**src/rtl/i2s_sample_framer.sv**
```systemverilog
// i2s_sample_framer
//    Turns the word-complete strobes of an I2S receiver into stereo sample
//    pairs.  It watches sck and ws, which are asynchronous to clk, and waits
//    SETTLE_SCK bit-clock falling edges after each ws edge so that the
//    receiver's data_left / data_right words are stable.  It then captures
//    the upper SAMPLE_WIDTH bits of each word and queues {left, right} pairs
//    in a small FIFO that has a valid/ready read port.
//
// Ports
//    clk, rst_n               system clock, async active-low reset
//    sck, ws                  raw I2S bit clock / word select (asynchronous)
//    data_left, data_right    last completed receiver words (DATA_WIDTH)
//    out_valid, out_ready     FIFO head handshake
//    out_left, out_right      head pair, two's complement (SAMPLE_WIDTH)
//    out_mono                 floor((out_left + out_right) / 2)
//    level                    number of stored pairs
//    overflow, frame_err      sticky flags, cleared by clr_flags (set wins)
//
// state     | meaning
// ----------+-----------------------------------------------------------
// ALIGN     | after reset; ignore everything until the first ws rise
// SETTLE_L  | ws rose, left word finishing; count sck falls, then latch
// WAIT_FALL | left sample held; wait for ws fall
// SETTLE_R  | ws fell, right word finishing; count sck falls, then push
// WAIT_RISE | pair handed to FIFO; wait for next ws rise
module i2s_sample_framer #(
   parameter int DATA_WIDTH   = 32,
   parameter int SAMPLE_WIDTH = 24,
   parameter int FIFO_DEPTH   = 8,
   parameter int SETTLE_SCK   = 2
) (
   input  logic                          clk,
   input  logic                          rst_n,
   input  logic                          sck,
   input  logic                          ws,
   input  logic [DATA_WIDTH-1:0]         data_left,
   input  logic [DATA_WIDTH-1:0]         data_right,
   output logic                          out_valid,
   input  logic                          out_ready,
   output logic [SAMPLE_WIDTH-1:0]       out_left,
   output logic [SAMPLE_WIDTH-1:0]       out_right,
   output logic [SAMPLE_WIDTH-1:0]       out_mono,
   output logic [$clog2(FIFO_DEPTH):0]   level,
   output logic                          overflow,
   output logic                          frame_err,
   input  logic                          clr_flags
);

   localparam int PTR_W = $clog2(FIFO_DEPTH);
   localparam int LVL_W = $clog2(FIFO_DEPTH) + 1;
   localparam int CNT_W = $clog2(SETTLE_SCK + 1);

   typedef enum logic [2:0] {
      ALIGN     = 3'd0,
      SETTLE_L  = 3'd1,
      WAIT_FALL = 3'd2,
      SETTLE_R  = 3'd3,
      WAIT_RISE = 3'd4
   } state_t;

   // ------------------------------------------------------------------
   // Synchronizers and edge detect
   // ------------------------------------------------------------------
   logic [1:0] sck_sync_q, ws_sync_q;
   logic       sck_prev_q, ws_prev_q;
   logic [2:0] fill_q;
   logic       sck_fall, ws_rise, ws_fall;

   always_ff @(posedge clk or negedge rst_n) begin
      if (!rst_n) begin
         sck_sync_q <= '0;
         ws_sync_q  <= '0;
         sck_prev_q <= 1'b0;
         ws_prev_q  <= 1'b0;
         fill_q     <= '0;
      end else begin
         sck_sync_q <= {sck_sync_q[0], sck};
         ws_sync_q  <= {ws_sync_q[0], ws};
         sck_prev_q <= sck_sync_q[1];
         ws_prev_q  <= ws_sync_q[1];
         fill_q     <= {fill_q[1:0], 1'b1};
      end
   end

   // The pipeline resets to 0.  If ws is already high at release, the first
   // samples would look like a rise, so edges are masked until the pipeline
   // holds real samples.
   assign sck_fall = fill_q[2] &  sck_prev_q & ~sck_sync_q[1];
   assign ws_rise  = fill_q[2] & ~ws_prev_q  &  ws_sync_q[1];
   assign ws_fall  = fill_q[2] &  ws_prev_q  & ~ws_sync_q[1];

   // ------------------------------------------------------------------
   // Framing FSM
   // ------------------------------------------------------------------
   state_t                  state_q;
   logic [CNT_W-1:0]        cnt_q;
   logic [SAMPLE_WIDTH-1:0] left_q, right_q;
   logic                    push_q;
   logic                    frame_err_q;

   always_ff @(posedge clk or negedge rst_n) begin
      if (!rst_n) begin
         state_q     <= ALIGN;
         cnt_q       <= '0;
         left_q      <= '0;
         right_q     <= '0;
         push_q      <= 1'b0;
         frame_err_q <= 1'b0;
      end else begin
         push_q <= 1'b0;
         if (clr_flags) frame_err_q <= 1'b0;
         case (state_q)
            ALIGN: begin
               if (ws_rise) begin
                  state_q <= SETTLE_L;
                  cnt_q   <= CNT_W'(SETTLE_SCK);
               end
            end
            SETTLE_L: begin
               if (ws_rise) begin
                  frame_err_q <= 1'b1;
                  cnt_q       <= CNT_W'(SETTLE_SCK);
               end else if (ws_fall) begin
                  frame_err_q <= 1'b1;
                  state_q     <= WAIT_RISE;
               end else if (sck_fall) begin
                  if (cnt_q == CNT_W'(1)) begin
                     left_q  <= data_left[DATA_WIDTH-1 -: SAMPLE_WIDTH];
                     state_q <= WAIT_FALL;
                  end else begin
                     cnt_q <= cnt_q - CNT_W'(1);
                  end
               end
            end
            WAIT_FALL: begin
               if (ws_fall) begin
                  state_q <= SETTLE_R;
                  cnt_q   <= CNT_W'(SETTLE_SCK);
               end
            end
            SETTLE_R: begin
               if (ws_rise) begin
                  frame_err_q <= 1'b1;
                  state_q     <= SETTLE_L;
                  cnt_q       <= CNT_W'(SETTLE_SCK);
               end else if (ws_fall) begin
                  frame_err_q <= 1'b1;
                  state_q     <= WAIT_RISE;
               end else if (sck_fall) begin
                  if (cnt_q == CNT_W'(1)) begin
                     right_q <= data_right[DATA_WIDTH-1 -: SAMPLE_WIDTH];
                     push_q  <= 1'b1;
                     state_q <= WAIT_RISE;
                  end else begin
                     cnt_q <= cnt_q - CNT_W'(1);
                  end
               end
            end
            WAIT_RISE: begin
               if (ws_rise) begin
                  state_q <= SETTLE_L;
                  cnt_q   <= CNT_W'(SETTLE_SCK);
               end
            end
            default: state_q <= ALIGN;
         endcase
      end
   end

   assign frame_err = frame_err_q;

   // Receiver bits below the sample are intentionally discarded.
   generate
      if (DATA_WIDTH > SAMPLE_WIDTH) begin : g_lsb
         logic unused_lsbs;
         assign unused_lsbs = ^{data_left[DATA_WIDTH-SAMPLE_WIDTH-1:0],
                                data_right[DATA_WIDTH-SAMPLE_WIDTH-1:0]};
      end
   endgenerate

   // ------------------------------------------------------------------
   // Stereo-pair FIFO
   // ------------------------------------------------------------------
   logic [SAMPLE_WIDTH-1:0] mem_l [FIFO_DEPTH];
   logic [SAMPLE_WIDTH-1:0] mem_r [FIFO_DEPTH];
   logic [PTR_W-1:0]        wr_ptr_q, rd_ptr_q;
   logic [LVL_W-1:0]        level_q, level_d;
   logic                    overflow_q;
   logic                    full, pop, wr_en, ovf_evt;

   assign out_valid = (level_q != '0);
   assign full      = (level_q == LVL_W'(FIFO_DEPTH));
   assign pop       = out_valid & out_ready;
   // A pop in the same cycle frees the slot, so a full FIFO still accepts.
   assign wr_en     = push_q & (~full | pop);
   assign ovf_evt   = push_q & full & ~pop;

   always_comb begin
      level_d = level_q;
      case ({wr_en, pop})
         2'b10:   level_d = level_q + LVL_W'(1);
         2'b01:   level_d = level_q - LVL_W'(1);
         default: level_d = level_q;
      endcase
   end

   always_ff @(posedge clk or negedge rst_n) begin
      if (!rst_n) begin
         wr_ptr_q   <= '0;
         rd_ptr_q   <= '0;
         level_q    <= '0;
         overflow_q <= 1'b0;
      end else begin
         if (wr_en) wr_ptr_q <= wr_ptr_q + PTR_W'(1);
         if (pop)   rd_ptr_q <= rd_ptr_q + PTR_W'(1);
         level_q    <= level_d;
         overflow_q <= (overflow_q & ~clr_flags) | ovf_evt;
      end
   end

   always_ff @(posedge clk) begin
      if (wr_en) begin
         mem_l[wr_ptr_q] <= left_q;
         mem_r[wr_ptr_q] <= right_q;
      end
   end

   // Head is forced to zero when empty so stale storage never shows
   // (and outputs read zero during reset without resetting the array).
   logic signed [SAMPLE_WIDTH:0] mono_sum;

   assign out_left  = out_valid ? mem_l[rd_ptr_q] : '0;
   assign out_right = out_valid ? mem_r[rd_ptr_q] : '0;
   assign mono_sum  = $signed({out_left[SAMPLE_WIDTH-1], out_left})
                    + $signed({out_right[SAMPLE_WIDTH-1], out_right});
   assign out_mono  = mono_sum[SAMPLE_WIDTH:1];

   assign level    = level_q;
   assign overflow = overflow_q;

endmodule

```
**config.mk**
```make
export PLATFORM = sky130hd
export DESIGN_NAME = i2s_sample_framer
export DESIGN_NICKNAME = d
export VERILOG_FILES = /design/src/rtl/i2s_sample_framer.sv
export SDC_FILE = /design/constraint.sdc
export NUM_CORES = 1
export LEC_CHECK = 0
export ABC_AREA = 1
export ABC_CLOCK_PERIOD_IN_PS = 6500
export BUFFER_PORTS_ARGS = -buffer_cell sky130_fd_sc_hd__buf_4
export CORE_MARGIN = 2
export CORE_UTILIZATION = 55
export DETAILED_ROUTE_END_ITERATION = 7
export PLACE_DENSITY = 0.86
export RECOVER_POWER = 50
export SYNTH_ARGS = -nofsm -noshare
export SYNTH_HDL_FRONTEND = slang
export SYNTH_SLANG_ARGS = --single-unit
```
**constraint.sdc**
```tcl
create_clock -name clk -period 6.5 [get_ports clk]
set_clock_uncertainty 0.15 [all_clocks]
set_input_delay 0 -clock clk [delete_from_list [all_inputs] [get_ports clk]]
set_output_delay 0 -clock clk [all_outputs]
set_load 0.01 [all_outputs]
```
==> results.sh <==
export IMPL_status="finished with violations"
export IMPL_violations="design-rule violations, max-capacitance violations, max-slew violations"
export IMPL_hold_viol_final=0
export IMPL_synth_seq_cells=459
export IMPL_worstRegToRegCells=9
export IMPL_track_usage_pct=27.65
export IMPL_critPathTopFamily="compound AO/OA/AOI/OAI gates"
export IMPL_vias=13900
export IMPL_io_pins=149
export IMPL_grt_overflow_total=0
export IMPL_cap_violations=3
export IMPL_netSwitchingPower_w=0.005845
export IMPL_fmax_ghz=0.1903
export IMPL_final_setup_viol_count=0
export IMPL_hp_start="data_right[24]"
export IMPL_rsz0062_at_grt="false"
export IMPL_relSlewSlack_pct=-112.8
export IMPL_cts_max_level=2
export IMPL_required_ns=6.35
export IMPL_crit_path_cell_trace="buf_4 > buf_4 > o21ai_0 > o22ai_1 > o21ai_0 > a31oi_1 > ha_1 > a21oi_1 > o21ai_0 > a21oi_1 > nand3_1 > a21oi_1 > xor2_1 > buf_4"
export IMPL_fillers=2383
export IMPL_whs_path_depth=4
export IMPL_r2r_slack_ns=2.25
export IMPL_nets=1907
export IMPL_drc=2
export IMPL_yosysWarnings=0
export IMPL_final_common_cell="edfxtp_1"
export IMPL_dieHeight_um=190.7
export IMPL_drive_gt1_share_pct=13.73
export IMPL_ys_types=41
export IMPL_start_util_pct=55.65
export IMPL_drt_iter0_markers=1853
export IMPL_crit_slowest_cell="buf_4"
export IMPL_period_share_pct=80.83
export IMPL_reg2reg_to="mem_l[0][17]$_DFFE_PP_"
export IMPL_hpwl_um=28570
export IMPL_critPathMaxStageDelay_ns=0.58
export IMPL_clock_root_buffer="clkbuf_16"
export IMPL_rows=68
export IMPL_tightest_slew_ns=3.192
export IMPL_cp_arrival_ns=5.10
export IMPL_multi_input_area_um2=5254
export IMPL_sequentialPowerShare_pct=26.6
export IMPL_routed_via_density=6.049
export IMPL_synthCells=1632
export IMPL_end_kind="output pin"
export IMPL_antenna_found_initial=0
export IMPL_switching_share_pct=43.60
export IMPL_clock_latency_ns=0.55
export IMPL_critPathLaunch="rd_ptr_q[1]$_DFFE_PN0N_"
export IMPL_placed_cell_area_um2=20640
export IMPL_syn_num_nets=1733
export IMPL_grt_first_pass_wirelength_um=75620
export IMPL_dp_cells=2156
export IMPL_layout_common_cells="384 x edfxtp_1, 322 x nor2_1, 245 x o21ai_0"
export IMPL_regArea_um2=13410
export IMPL_cts_sinks=459
export IMPL_cp_num_buf_inv=3
export IMPL_synth_seq_area_share_pct=69.92
export IMPL_clkPwrFrac_pct=19.8
export IMPL_fp_dieW_um=190.7
export IMPL_clk_pin_slew_ns=0.06
export IMPL_wl_um=50140
export IMPL_tns_ns=0
export IMPL_hp_class="in -> reg"
export IMPL_synth_edff_count=384
export IMPL_diodes=0
export IMPL_fp_coreArea_um2=34460
export IMPL_crit_fanout=51
export IMPL_drv_slew=103
export IMPL_max_clock_path_buffers=3
export IMPL_syn2layout_area_growth_pct=18.35
export IMPL_synth_area_per_cell_um2=11.75
export IMPL_internal_power_w=0.007559
export IMPL_final_area_um2=22700
export IMPL_critPathKind="reg -> out"
export IMPL_min_to="right_q[16]$_DFFE_PN0P_"
export IMPL_antenna_violating_nets_post_route=0
export IMPL_setup_worst_path_start_class="flip-flop"
export IMPL_synthFlopType="edfxtp_1"
export IMPL_io_buffers=132
export IMPL_place_gp_congestion=0.9173
export IMPL_ir_drop_v=0.0008023
export IMPL_die_area_um2=36370
export IMPL_cts_buffers=45
export IMPL_p_comb_share_pct=53.6
export IMPL_synthArstFlopShare_pct=16.34
export IMPL_power_leakage_nw=7.991
export IMPL_wl_per_cell_um=21.82
export IMPL_min_period_ns=5.254
export IMPL_synth_area_um2=19180
export IMPL_grt_pass1_vias=13610
export IMPL_fin_util_pct=65.86
export IMPL_rr_startpoint="level[1]$_DFFE_PN0P_"
export IMPL_stdcell_count=2298
export IMPL_cts_tree="built"
export IMPL_grt_max_degree=93
export IMPL_dr_pass1_iters=8
export IMPL_powerDensity_nw_per_um2=590.6
export IMPL_holdWs_ns=0.03233
export IMPL_cts_setup_buffers=0
==> power groups by stage <==
stage / registers [W] / clock network (W) / logic [W]
final: 0.00357 / 0.00265 / 0.00719
after global routing: 0.00359 / 0.00278 / 0.00770
after CTS: 0.00356 / 0.00266 / 0.00706
after detailed placement: 0.00362 / 0 / 0.00697
after global placement: 0.00360 / 0 / 0.00680
after floorplan: 0.00352 / 0 / 0.00404
==> metrics by stage <==
step           power, W  worst slack (ns)
2_1_floorplan  0.007567             2.623
3_3_place_gp    0.01040             2.161
3_5_place_dp    0.01059             2.096
4_1_cts         0.01328             1.443
5_1_grt         0.01408            0.9944
6_report        0.01340             1.246
==> kinds of logic (layout without fill, tap and decap cells) <==
logic type      count (synthesis)  after routing  share of synthesized area, %
fa+ha+maj                      31             31                         2.101
mux                            24             24                         1.409
simple gates                  554            554                         11.22
xor+xnor                       24             24                         1.096
flops                         459            459                         69.92
other cells                     1              1                       0.01956
compound gates                395            395                         11.22
buf+inv                       144            355                         3.021
==> Yosys cell counts, types with 2 or more instances <==
library cell  count  share of area, %
edfxtp_1        384                60
nor2_1          330               6.5
o21ai_0         245               6.4
nand2_1         180               3.5
dfrtp_1          75               9.8
clkbuf_1         60               1.2
inv_1            58               1.1
a31oi_1          49               1.6
o22ai_1          49               1.6
ha_1             29               1.9
a21oi_1          28              0.73
nand3_1          25              0.65
mux2_2           24               1.4
xor2_1           20              0.91
buf_2            19              0.50
nor3_1            7              0.18
a21o_1            5              0.20
o21ai_1           5              0.13
o21a_1            4              0.16
xnor2_1           4              0.18
nand4_1           3             0.098
nor4_1            3             0.098
a211oi_1          2             0.078
buf_1             2             0.039
buf_4             2             0.078
fa_1              2              0.21
nor2_2            2             0.065
o21bai_1          2             0.078
o31ai_1           2             0.078
==> how the worst max path moves through the flow <==
stage / end / slack (ns) / depth (start not counted)
floorplan: mem_l[0][0]$_DFFE_PP_ / 2.62 / 7
global placement: out_mono[23] / 2.16 / 15
detailed placement: out_mono[23] / 2.10 / 15
CTS: out_mono[23] / 1.44 / 14
global route: out_mono[23] / 0.99 / 14
finish: out_mono[21] / 1.25 / 14
==> per-layer routing <==
metal	up-vias	GRT usage, %	wire (um)
met3	129	5.226	5559
met5	-	0	0
met2	894	45.71	24780
met1	6711	35.69	17900
met4	0	12.70	1908
li1	6167	-	-
==> what timing repair did <==
item                      4_1_cts  5_1_grt
hold endpoints to repair      133        0
hold buffers                   58        0
resized for setup               0        0
==> state kept, by name (all words and copies together), names as in the netlist, 4 cells and up <==
name and count:
left_q 24, level 4, mem_l 192, mem_r 192
right_q 24
==> worst min-delay path, stage by stage <==
cell and delay (ns):
dlygate4sd3_1 0.52, buf_4 0.09, nand2_1 0.04, nand2_1 0.04
==> final cells by class <==
type	instances	share of cell area, %
Sequential cell	459	59.10
Multi-Input combinational cell	1029	23.15
Timing Repair Buffer	211	7.553
Clock buffer	70	5.915
Tap cell	455	2.508
Inverter	60	1.003
Clock inverter	14	0.7718
(Power assumes the default switching activity.)
